`src/rtl/game_pkg.sv`:
```
// Shared types and helpers for the N-player game-round controller.
// Provides the FSM state encoding and the width rule for the player-value sum.
package game_pkg;

    typedef enum logic [2:0] {
        ST_LOCKED  = 3'd0,
        ST_ENTRY   = 3'd1,
        ST_SUM     = 3'd2,
        ST_DONE    = 3'd3,
        ST_LOCKOUT = 3'd4
    } game_state_t;

    // Wide enough that N full-scale values never overflow the sum.
    function automatic int sum_width(input int n_players, input int data_w);
        return data_w + $clog2(n_players);
    endfunction

endpackage

```
`src/rtl/player_slot.sv`:
```
// One player channel: a captured value and a per-round loaded flag.
// A load is accepted only once per round; clear drops the flag but keeps the value.
module player_slot
    import game_pkg::*;
#(
    parameter int DATA_W = 4
) (
    input  logic              clock,
    input  logic              reset,
    input  logic              load,
    input  logic              clear,
    input  logic [DATA_W-1:0] din,
    output logic [DATA_W-1:0] value,
    output logic              loaded
);

    always_ff @(posedge clock or negedge reset) begin
        if (!reset) begin
            value  <= '0;
            loaded <= 1'b0;
        end else if (clear) begin
            loaded <= 1'b0;
        end else if (load && !loaded) begin
            value  <= din;
            loaded <= 1'b1;
        end
    end

endmodule

```
`src/rtl/game_round_controller.sv`:
```
// Password-gated N-player round controller: captures one value per player and registers their sum.
// Define GAME_LOCKOUT_EN to add the wrong-password try counter and timed lockout.
module game_round_controller
    import game_pkg::*;
#(
    parameter int                N_PLAYERS      = 2,
    parameter int                DATA_W         = 4,
    parameter int                PW_W           = 4,
    parameter logic [PW_W-1:0]   PASSWORD       = 4'hB,
    parameter int                MAX_TRIES      = 3,
    parameter int                LOCKOUT_CYCLES = 8
) (
    input  logic                                      clock,
    input  logic                                      reset,
    input  logic                                      password_button,
    input  logic [PW_W-1:0]                           password,
    input  logic [N_PLAYERS-1:0]                      player_button,
    input  logic [N_PLAYERS*DATA_W-1:0]               player_in,
    output logic [N_PLAYERS*DATA_W-1:0]               player_value,
    output logic [N_PLAYERS-1:0]                      player_loaded,
    output logic [sum_width(N_PLAYERS, DATA_W)-1:0]   sum,
    output logic                                      sum_valid,
    output logic                                      red_LED,
    output logic                                      green_LED,
    output logic                                      locked_out
);

    localparam int SUM_W = sum_width(N_PLAYERS, DATA_W);

    if (N_PLAYERS < 2 || MAX_TRIES < 1 || LOCKOUT_CYCLES < 1) begin : g_bad_cfg
        $error("game_round_controller: invalid parameter set");
    end

    game_state_t        state_reg;
    game_state_t        state_next;
    logic               pw_ok;
    logic               all_loaded;
    logic               round_clear;
    logic [SUM_W-1:0]   sum_next;

    assign pw_ok       = password_button && (password == PASSWORD);
    assign all_loaded  = &player_loaded;
    assign round_clear = (state_reg == ST_DONE) && password_button;

`ifdef GAME_LOCKOUT_EN
    localparam int TRY_W  = $clog2(MAX_TRIES + 1);
    localparam int LOCK_W = (LOCKOUT_CYCLES > 1) ? $clog2(LOCKOUT_CYCLES) : 1;

    logic [TRY_W-1:0]  try_cnt_reg;
    logic [LOCK_W-1:0] lock_cnt_reg;
    logic              pw_bad;
    logic              lockout_hit;

    assign pw_bad      = password_button && (password != PASSWORD);
    assign lockout_hit = (state_reg == ST_LOCKED) && pw_bad
                         && (try_cnt_reg == TRY_W'(MAX_TRIES - 1));

    always_ff @(posedge clock or negedge reset) begin
        if (!reset) begin
            try_cnt_reg  <= '0;
            lock_cnt_reg <= '0;
        end else begin
            if (state_reg == ST_LOCKED && pw_ok) begin
                try_cnt_reg <= '0;
            end else if (state_reg == ST_LOCKED && pw_bad) begin
                try_cnt_reg <= try_cnt_reg + 1'b1;
            end else if (state_reg == ST_LOCKOUT && lock_cnt_reg == '0) begin
                try_cnt_reg <= '0;
            end

            // Loading on entry makes the lockout last exactly LOCKOUT_CYCLES cycles.
            if (lockout_hit) begin
                lock_cnt_reg <= LOCK_W'(LOCKOUT_CYCLES - 1);
            end else if (state_reg == ST_LOCKOUT && lock_cnt_reg != '0) begin
                lock_cnt_reg <= lock_cnt_reg - 1'b1;
            end
        end
    end
`endif

    always_ff @(posedge clock or negedge reset) begin
        if (!reset) begin
            state_reg <= ST_LOCKED;
        end else begin
            state_reg <= state_next;
        end
    end

    always_comb begin
        state_next = state_reg;
        case (state_reg)
            ST_LOCKED: begin
                if (pw_ok) begin
                    state_next = ST_ENTRY;
`ifdef GAME_LOCKOUT_EN
                end else if (lockout_hit) begin
                    state_next = ST_LOCKOUT;
`endif
                end
            end
            ST_ENTRY: begin
                if (all_loaded) begin
                    state_next = ST_SUM;
                end
            end
            ST_SUM: begin
                state_next = ST_DONE;
            end
            ST_DONE: begin
                if (password_button) begin
                    state_next = ST_LOCKED;
                end
            end
            ST_LOCKOUT: begin
`ifdef GAME_LOCKOUT_EN
                if (lock_cnt_reg == '0) begin
                    state_next = ST_LOCKED;
                end
`else
                state_next = ST_LOCKED;
`endif
            end
            default: begin
                state_next = ST_LOCKED;
            end
        endcase
    end

    always_comb begin
        red_LED    = 1'b0;
        green_LED  = 1'b0;
        locked_out = 1'b0;
        case (state_reg)
            ST_LOCKED:  red_LED   = 1'b1;
            ST_ENTRY:   green_LED = 1'b1;
            ST_SUM:     green_LED = 1'b1;
            ST_DONE:    green_LED = 1'b1;
            ST_LOCKOUT: begin
                red_LED    = 1'b1;
`ifdef GAME_LOCKOUT_EN
                locked_out = 1'b1;
`endif
            end
            default:    red_LED   = 1'b1;
        endcase
    end

    for (genvar gi = 0; gi < N_PLAYERS; gi++) begin : g_slot
        player_slot #(
            .DATA_W (DATA_W)
        ) u_slot (
            .clock  (clock),
            .reset  (reset),
            .load   ((state_reg == ST_ENTRY) && player_button[gi]),
            .clear  (round_clear),
            .din    (player_in[gi*DATA_W +: DATA_W]),
            .value  (player_value[gi*DATA_W +: DATA_W]),
            .loaded (player_loaded[gi])
        );
    end

    always_comb begin
        sum_next = '0;
        for (int i = 0; i < N_PLAYERS; i++) begin
            sum_next = sum_next + SUM_W'(player_value[i*DATA_W +: DATA_W]);
        end
    end

    // The sum is kept across rounds; only its valid flag is dropped on a new round.
    always_ff @(posedge clock or negedge reset) begin
        if (!reset) begin
            sum       <= '0;
            sum_valid <= 1'b0;
        end else if (state_reg == ST_SUM) begin
            sum       <= sum_next;
            sum_valid <= 1'b1;
        end else if (round_clear) begin
            sum_valid <= 1'b0;
        end
    end

endmodule

```
`config.mk`:
```
export PLATFORM = sky130hd
export DESIGN_NAME = game_round_controller
export DESIGN_NICKNAME = d
export VERILOG_FILES = /design/src/rtl/game_pkg.sv /design/src/rtl/player_slot.sv /design/src/rtl/game_round_controller.sv
export SDC_FILE = /design/constraint.sdc
export NUM_CORES = 1
export LEC_CHECK = 0
export CORE_MARGIN = 4
export CORE_UTILIZATION = 47
export CTS_CLUSTER_DIAMETER = 30
export DETAILED_ROUTE_END_ITERATION = 10
export PLACE_DENSITY = 0.84
export SYNTH_ARGS = -nofsm -noshare
export SYNTH_HDL_FRONTEND = slang
export SYNTH_SLANG_ARGS = --single-unit
```
`constraint.sdc`:
```
create_clock -name clock -period 2.2 [get_ports clock]
set_input_delay 0.33 -clock clock [delete_from_list [all_inputs] [get_ports clock]]
set_output_delay 0.33 -clock clock [all_outputs]
set_load 0.005 [all_outputs]
```
### After elaboration in Yosys (flattened, before gate mapping)

Cells that the tools add are included.

* $add $sub $neg: 1
* equality and inequality tests: 7
* mux-type cells: 12
* bitwise logic cells: 1
* reduce and logical (&&, ||, !) cells: 17

Operator list (count)
* 3-bit case mux with 4 select lines: 1
* 3-bit 2-to-1 mux: 3
* 1-bit 2-to-1 mux: 8
* 3-bit by 2-bit == test with 1-bit output (second input constant): 2
* 1-bit logical AND: 6
* 2-bit inequality test (second input constant): 3
* 2-bit AND reduction: 3
* 2-bit nonzero test: 3
* 4-bit by 4-bit adder with 5-bit output: 1
* 4-bit == test (second input constant): 1
* 3-bit by 1-bit == test with 1-bit output (second input constant): 1
* 3-bit zero test: 1
* 3-bit AND reduction: 1
* 3-bit OR reduction: 1
* 1-bit zero test: 2
* 1-bit NOT: 1

* bits in registers: 19
* logic and storage cells: 45

### Longest topological paths before layout

Gate-level depths: netlist (run 1).

* depth after elaboration: 5
* gate-level depth with buffers: 6

### By module

From an unflattened synthesis (run 1), not the netlist that was laid out.

* cell total of the unflattened synthesis: 78
* area total of the unflattened synthesis: 947.2 µm²

By module, submodules not included
* game_round_controller: instances 1, cells each 54, area an instance 554.3 µm², seq. area each 200.2 µm²
* player_slot: instances 2, cells each 12, area an instance 196.4 µm², seq. area each 125.1 µm²

### Least setup slack after synthesis (run 1)

OpenSTA, ideal clock, no wires.

* kind: flip-flop to flip-flop
* from: reg g_slot[0].u_slot.value[0]
* to: reg sum[4]
* setup time: 0.127 ns
* arrival time: 1.349 ns
* data required time: 2.073 ns
* slack: 0.725 ns
* stages on the path, launching flop included: 6
* buffers on the path: 0
* clock period less this slack: 1.475 ns
* path through: dfrtp_1 > ha_1 > fa_1 > a21o_1 > a21oi_1 > a21oi_1

* longest elaborated chain between the ends: 1

RTL lines
* from (decl): line player_slot.sv:13 `output logic [DATA_W-1:0] value,`
* from (signal assigned): line player_slot.sv:24 `value <= din;`
* 4-bit by 4-bit adder with 5-bit output: line game_round_controller.sv:165 `sum_next = sum_next + SUM_W'(player_value[i*DATA_W +: DATA_W]);`
* to (signal assigned): line game_round_controller.sv:175 `sum <= sum_next;`
* to (decl): line game_round_controller.sv:21 `output logic [sum_width(N_PLAYERS, DATA_W)-1:0] sum,`

Every way passes these cells.
A chain may end at the register's enable or synchronous reset.

### Final worst setup path (run 1)

* from: reg state_reg[0]
* to: out red_LED

* longest elaborated chain between the ends: 3
* elaborated cells on any way between the ends: 5
* those cells by class: eq/ne: 3; mux: 1; reduce/logical: 1

RTL lines
* from (decl): line game_round_controller.sv:34 `game_state_t state_reg;`
* from (signal assigned): line game_round_controller.sv:85 `state_reg <= state_next;`
* 3-bit by 2-bit == test with 1-bit output / 3-bit by 1-bit == test with 1-bit output (equally long branches): line game_round_controller.sv:133 `case (state_reg)`
* 3-bit OR reduction (no line) (*)
* 1-bit 2-to-1 mux (*): line game_round_controller.sv:133
* to (decl): line game_round_controller.sv:23 `output logic red_LED,`

Mark *: on every way between the ends. The rest lies on a longest branch, timed or not.

==> impl_metrics.json, run 1 <==
{
  "status": "finished, final reports clean",
  "reg_top3": "g_slot.u_slot.value x8, sum x5",
  "yosysUniqueCellTypes": 23,
  "critPathArrivalTime_ns": 1.61,
  "dieHeight_um": 53.89,
  "power_frac_clock_pct": 8.0,
  "ioPinCount": 36,
  "route.detailed.drc": 0,
  "pre_cts_slack_ns": 0.4386,
  "synthXorXnorAreaFrac_pct": 1.770,
  "intPower_mw": 1.280,
  "setup_tns_ns": 0,
  "clk_pin_slew_ns": 0.10,
  "antenna_found_initial": 0,
  "wire_per_inst_um": 14.23,
  "cts_buffers": 3,
  "fp.dieW_um": 53.89,
  "r2r-start": "state_reg[1]$_DFFE_PN0P_",
  "root_buffer": "clkbuf_4",
  "hold_viol_final": 0,
  "initial_utilization_pct": 49.94,
  "r2r-end": "g_slot[1].u_slot.value[0]$_DFFE_PN0P_",
  "core-area_um2": 1982,
  "r2r_slack_ns": 0.59,
  "area_growth_pct": 38.05,
  "fmax_ghz": 0.5143,
  "largest_reg_flops": 8,
  "postSynthCellCount": 79,
  "cts_resized": 0,
  "min_period_ns": 1.944,
  "synth_seq_area_share_pct": 45.51,
  "globalplace.congestion": 0.7857,
  "drt_iter0_drc": 5,
  "synth_fp_nets": 105,
  "peakVddDrop_mv": 0.8779,
  "fin_cells": 140,
  "synth_compound_area_share_pct": 11.63,
  "slew_violations": 0,
  "rows": 16,
  "grt.total_usage_pct": 16.10,
  "grt_pass1_wl_mm": 3.339,
  "grt_pass1_vias": 772,
  "fin_total_pwr_mw": 1.960,
  "hpwl_mm": 1.607,
  "drive_gt1_share_pct": 19.47,
  "skew_ns": 0.002330,
  "synthAdderAreaFrac_pct": 12.14,
  "setup_viol": 0,
  "yosys_warnings": 0,
  "antenna_left": 0,
  "dieArea_um2": 2904,
  "synth_mux_area_share_pct": 15.93,
  "seq_power_share_pct": 33.2,
  "final_nets": 141,
  "totalWireLength_mm": 1.992,
  "numPortBuffers": 34,
  "insertedDiodeCount": 0,
  "hold_path.class": "primary input to asynchronous set/reset pin",
  "critPathMaxFanout": 4,
  "cts_buffer_depth": 2,
  "cts_tree": "yes",
  "cp_data_required_time_ns": 1.87,
  "cp-end-kind": "output pin",
  "rsz0062_at_grt": "no",
  "syn_area_um2": 989.7,
  "drt_first_pass_iters": 4,
  "post-cts-setup-buffer-count": 0,
  "post-route-util_pct": 68.94,
  "powerDensity_nw_per_um2": 1435,
  "synthSimpleGateAreaFrac_pct": 8.723,
  "power.leakage_nw": 0.6061,
  "top_register": "g_slot.u_slot.value",
  "maxCapViolations": 0,
  "grt_max_degree": 19,
  "p_comb_share_pct": 58.8,
  "ys_ff_latch": 18,
  "grt-ovfl-total": 0,
  "synth_top_family_by_area": "multiplexers",
  "swShare_pct": 34.69,
  "cts_hold_buf": 0,
  "dp_cells": 137,
  "route.vias.total": 702,
  "via_per_inst": 5.014,
  "path_class": "register to output pin",
  "cts.sinks": 18,
  "synth.avg_cell_area_um2": 12.53,
  "htree_levels": 1,
  "worst_r2r_path_depth": 5,
  "fin_crit_sh_pct": 88.38,
  "cp-start-kind": "register",
  "p_sw_uw": 680.1,
  "setup_ws_ns": 0.2558,
  "clk_latency_ns": 0.28
}
==> Yosys cell counts (all sizes together) <==
master  count  share of area (%)
fa          1                2.0
a21boi      1                1.1
conb        1               0.38
nand2       3                1.1
dfrtp      18                 46
nor2        6                3.8
a31o        1               0.89
buf         4                2.8
a21oi      10                5.4
nand2b      2                1.3
nand3       3                2.5
inv         3                1.1
o21ai       1               0.89
mux2       11                 16
a21o        3                2.3
a41o        1                1.0
ha          8                 10
xnor2       2                1.8
==> power by group through the flow <==
stage               clock network, mW  logic, mW  registers, mW
floorplan                           0      0.692          0.644
global placement                    0       1.11          0.652
detailed placement                  0       1.16          0.659
CTS                             0.163       1.17          0.652
global route                    0.175       1.27          0.677
finish                          0.157       1.15          0.650
==> critical path, stage by stage, from the launching register on <==
cell and delay [ns]:
dfrtp_1 0.41, inv_1 0.11, ha_1 0.27, clkdlybuf4s50_1 0.54
==> area by class of cell <==
type,count,area (um2)
multi-input combinational,54,500.5
inverter,3,11.26
clock buffer,3,22.52
sequential,18,450.4
tap,27,33.78
fill,146,615.6
timing repair buffer,35,347.8
==> kinds of logic after synthesis <==
kind of cell	after synthesis
AOI/OAI and AO/OA	17
xor gates and xnor gates	2
adders and majority gates	9
buffers and inverters	7
DFF	18
muxes	11
other	1
and+or+nand+nor	14
==> worst max path at each step <==
stage	start	end	cells after the start
after global routing	state_reg[0]$_DFFE_PN0P_	green_LED	4
final	state_reg[0]$_DFFE_PN0P_	red_LED	3
after detailed placement	password_button	g_slot[1].u_slot.value[0]$_DFFE_PN0P_	5
after global placement	password_button	g_slot[1].u_slot.value[0]$_DFFE_PN0P_	5
after floorplan	g_slot[0].u_slot.value[0]$_DFFE_PN0P_	sum[4]$_DFFE_PN0P_	5
after CTS	state_reg[0]$_DFFE_PN0P_	green_LED	4
==> routing by layer <==
layer	GRT usage (%)	vias up	routed length, um
li1	-	341	-
met1	18.82	334	822
met2	28.43	25	1037
met3	2.770	2	124
met4	7.234	0	8
met5	0	-	0
==> through the flow <==
stage / hold slack (ns) / instance area, um2
after CTS: 0.3673 / 1366
after global routing: 0.3794 / 1366
after global placement: 0.4877 / 1344
after detailed placement: 0.4962 / 1344
final: 0.3694 / 1366
after floorplan: 0.03441 / 989.7
==> cells in the final DEF, fill, tap and decap left out <==
| cell type | netlist | layout |
|---|---|---|
| clkbuf_4 | 0 | 3 |
| a41o_1 | 1 | 1 |
| nor2_4 | 2 | 2 |
| nand2b_1 | 2 | 2 |
| a31o_1 | 1 | 1 |
| mux2_2 | 2 | 2 |
| mux2_4 | 9 | 9 |
| dfrtp_1 | 18 | 18 |
| conb_1 | 1 | 1 |
| a21o_1 | 3 | 3 |
| nand3_1 | 1 | 1 |
| fa_1 | 1 | 1 |
| nand2_1 | 3 | 3 |
| o21ai_2 | 1 | 1 |
| nand3_2 | 2 | 2 |
| xnor2_1 | 2 | 2 |
| a21oi_2 | 1 | 1 |
| a21oi_1 | 9 | 9 |
| inv_1 | 3 | 3 |
| clkdlybuf4s50_1 | 0 | 34 |
| ha_1 | 8 | 8 |
| nor2_1 | 4 | 4 |
| buf_4 | 3 | 1 |
| a21boi_2 | 1 | 1 |
(Power assumes the default switching activity.)
==> run 2, diff against run 1 <==
CORE_UTILIZATION = 43   (was 47)
PLACE_DENSITY = 0.78   (was 0.84)
clock period = 1.88 ns   (was 2.2 ns; I/O delays follow)
==> run 2 against run 1 <==
Critical path type unchanged; sequential cell count stayed put; clock skew is 0.0043 ns higher; core utilization is 5.0 points lower; clock power is 58% higher; non-clock buffer count is 1 higher; count of clock-buffer cells in the layout is 1 higher.
==> impl_metrics.json, run 2 (synthesis gave the netlist of run 1 again) <==
{
  "maxCapViolations": 0,
  "rows": 17,
  "setup_tns_ns": 0,
  "root_buffer": "clkbuf_4",
  "post-route-util_pct": 63.96,
  "dp_cells": 138,
  "fin_hold_ws_ns": 0.2910,
  "reg_top3": "g_slot.u_slot.value x8, sum x5",
  "core-area_um2": 2191,
  "rsz0062_at_grt": "no",
  "cts_buffer_depth": 2,
  "fin_total_pwr_mw": 2.387,
  "power.leakage_nw": 0.6180,
  "seq_power_share_pct": 31.8,
  "clk_latency_ns": 0.30,
  "powerDensity_nw_per_um2": 1703,
  "skew_ns": 0.006645,
  "fill_cells": 188,
  "cp-end-kind": "output pin",
  "drt_iter0_drc": 12,
  "setup_ws_ns": 0.08472,
  "via_per_inst": 5.028,
  "r2r_slack_ns": 0.25,
  "antenna_found_initial": 0,
  "intPower_mw": 1.569,
  "worst_r2r_path_depth": 5,
  "final_nets": 142,
  "slew_violations": 0,
  "status": "finished, final reports clean",
  "cts_buffers": 3,
  "grt_max_degree": 19,
  "fin_cells": 143,
  "largest_reg_flops": 8,
  "drive_gt1_share_pct": 22.61,
  "cts.sinks": 18,
  "area_growth_pct": 41.59,
  "dpl_cell_area_um2": 1345,
  "power_frac_clock_pct": 10.4,
  "initial_utilization_pct": 45.17,
  "hpwl_mm": 1.613,
  "critPathMaxFanout": 4,
  "critPathArrivalTime_ns": 1.51,
  "cp-start-kind": "register",
  "setup_viol": 0,
  "globalplace.congestion": 0.7678,
  "crit_end": "red_LED",
  "r2r-start": "state_reg[1]$_DFFE_PN0P_",
  "top_register": "g_slot.u_slot.value",
  "p_comb_share_pct": 57.8,
  "route.detailed.drc": 0,
  "stdcell_area_um2": 1401,
  "grt.total_usage_pct": 13.77,
  "min_period_ns": 1.795,
  "antenna_left": 0,
  "p_sw_uw": 817.4,
  "htree_levels": 1,
  "path_class": "register to output pin",
  "final_common_cell": "clkdlybuf4s50_1",
  "drt_first_pass_iters": 4,
  "dieArea_um2": 3133,
  "cp_data_required_time_ns": 1.60,
  "pre_cts_slack_ns": 0.2072,
  "cts_hold_buf": 0,
  "totalWireLength_mm": 2.025,
  "grt-ovfl-total": 0,
  "grt_pass1_vias": 758,
  "dieHeight_um": 55.98,
  "ioPinCount": 36,
  "clk_pin_slew_ns": 0.11,
  "insertedDiodeCount": 0,
  "route.vias.total": 719,
  "hold_path.class": "primary input to asynchronous set/reset pin",
  "fmax_ghz": 0.5570,
  "peakVddDrop_mv": 1.115,
  "grt_pass1_wl_mm": 3.394,
  "fp.dieW_um": 55.98,
  "r2r-end": "g_slot[0].u_slot.value[3]$_DFFE_PN0P_",
  "numPortBuffers": 34,
  "wire_per_inst_um": 14.16,
  "critPathLaunch": "state_reg[1]$_DFFE_PN0P_",
  "cts_tree": "yes",
  "fin_crit_sh_pct": 95.49,
  "swShare_pct": 34.25,
  "final_cell_mix": "34 x clkdlybuf4s50_1, 18 x dfrtp_1, 9 x mux2_4, 9 x a21oi_1, 7 x ha_1",
  "hold_viol_final": 0
}
-- run 2: changes by cell type in the layout (fill, tap and decap cells not counted) --
cell      delta
ha_1         -1
inv_2        +1
clkbuf_8     +1
inv_1        -1
ha_4         +1
buf_4        +1
-- run 2: area by class of cell --
cell class	instances	area, um2	share of cell area [%]
clock buffers	4	36.28	2.589
inverters	3	11.26	0.8036
multi-input cells	54	513.0	36.61
flip-flops and latches	18	450.4	32.14
well taps	28	35.03	2.500
repair buffers	36	355.3	25.36
-- run 2: critical path: stages (launching register included) --
cell,delay [ns]
dfrtp_1,0.41
inv_1,0.13
ha_4,0.17
clkdlybuf4s50_1,0.50
-- run 2: power groups by stage --
stage	clock network [mW]	registers [mW]	logic, mW
floorplan	0	0.753	0.810
global placement	0	0.762	1.31
detailed placement	0	0.770	1.35
CTS	0.250	0.762	1.36
global route	0.264	0.795	1.52
finish	0.248	0.758	1.38
-- run 2: timing repair --
| action | CTS | global route |
|---|---|---|
| resized for setup | 1 | 2 |
| setup buffers | 0 | 1 |
| setup endpoints to repair | 2 | 2 |
| cloned | 0 | 0 |
-- run 2: worst min path at each step --
stage	cells after the start	end	from	slack (ns)
after floorplan	0	g_slot[0].u_slot.loaded$_DFFE_PN0P_	reset	-0.01
after global placement	1	sum_valid$_DFFE_PN0P_	sum_valid$_DFFE_PN0P_	0.49
after detailed placement	1	sum_valid$_DFFE_PN0P_	sum_valid$_DFFE_PN0P_	0.46
after CTS	2	g_slot[0].u_slot.value[1]$_DFFE_PN0P_	reset	0.30
after global routing	2	g_slot[0].u_slot.value[0]$_DFFE_PN0P_	reset	0.32
final	2	g_slot[0].u_slot.value[1]$_DFFE_PN0P_	reset	0.29
-- run 2: metal layers --
| layer | routed length (um) | GRT usage (%) | vias up |
|---|---|---|---|
| li1 | - | - | 343 |
| met1 | 826 | 15.54 | 347 |
| met2 | 1038 | 24.21 | 26 |
| met3 | 134 | 3.480 | 3 |
| met4 | 25 | 6.102 | 0 |
| met5 | 0 | 0 | - |
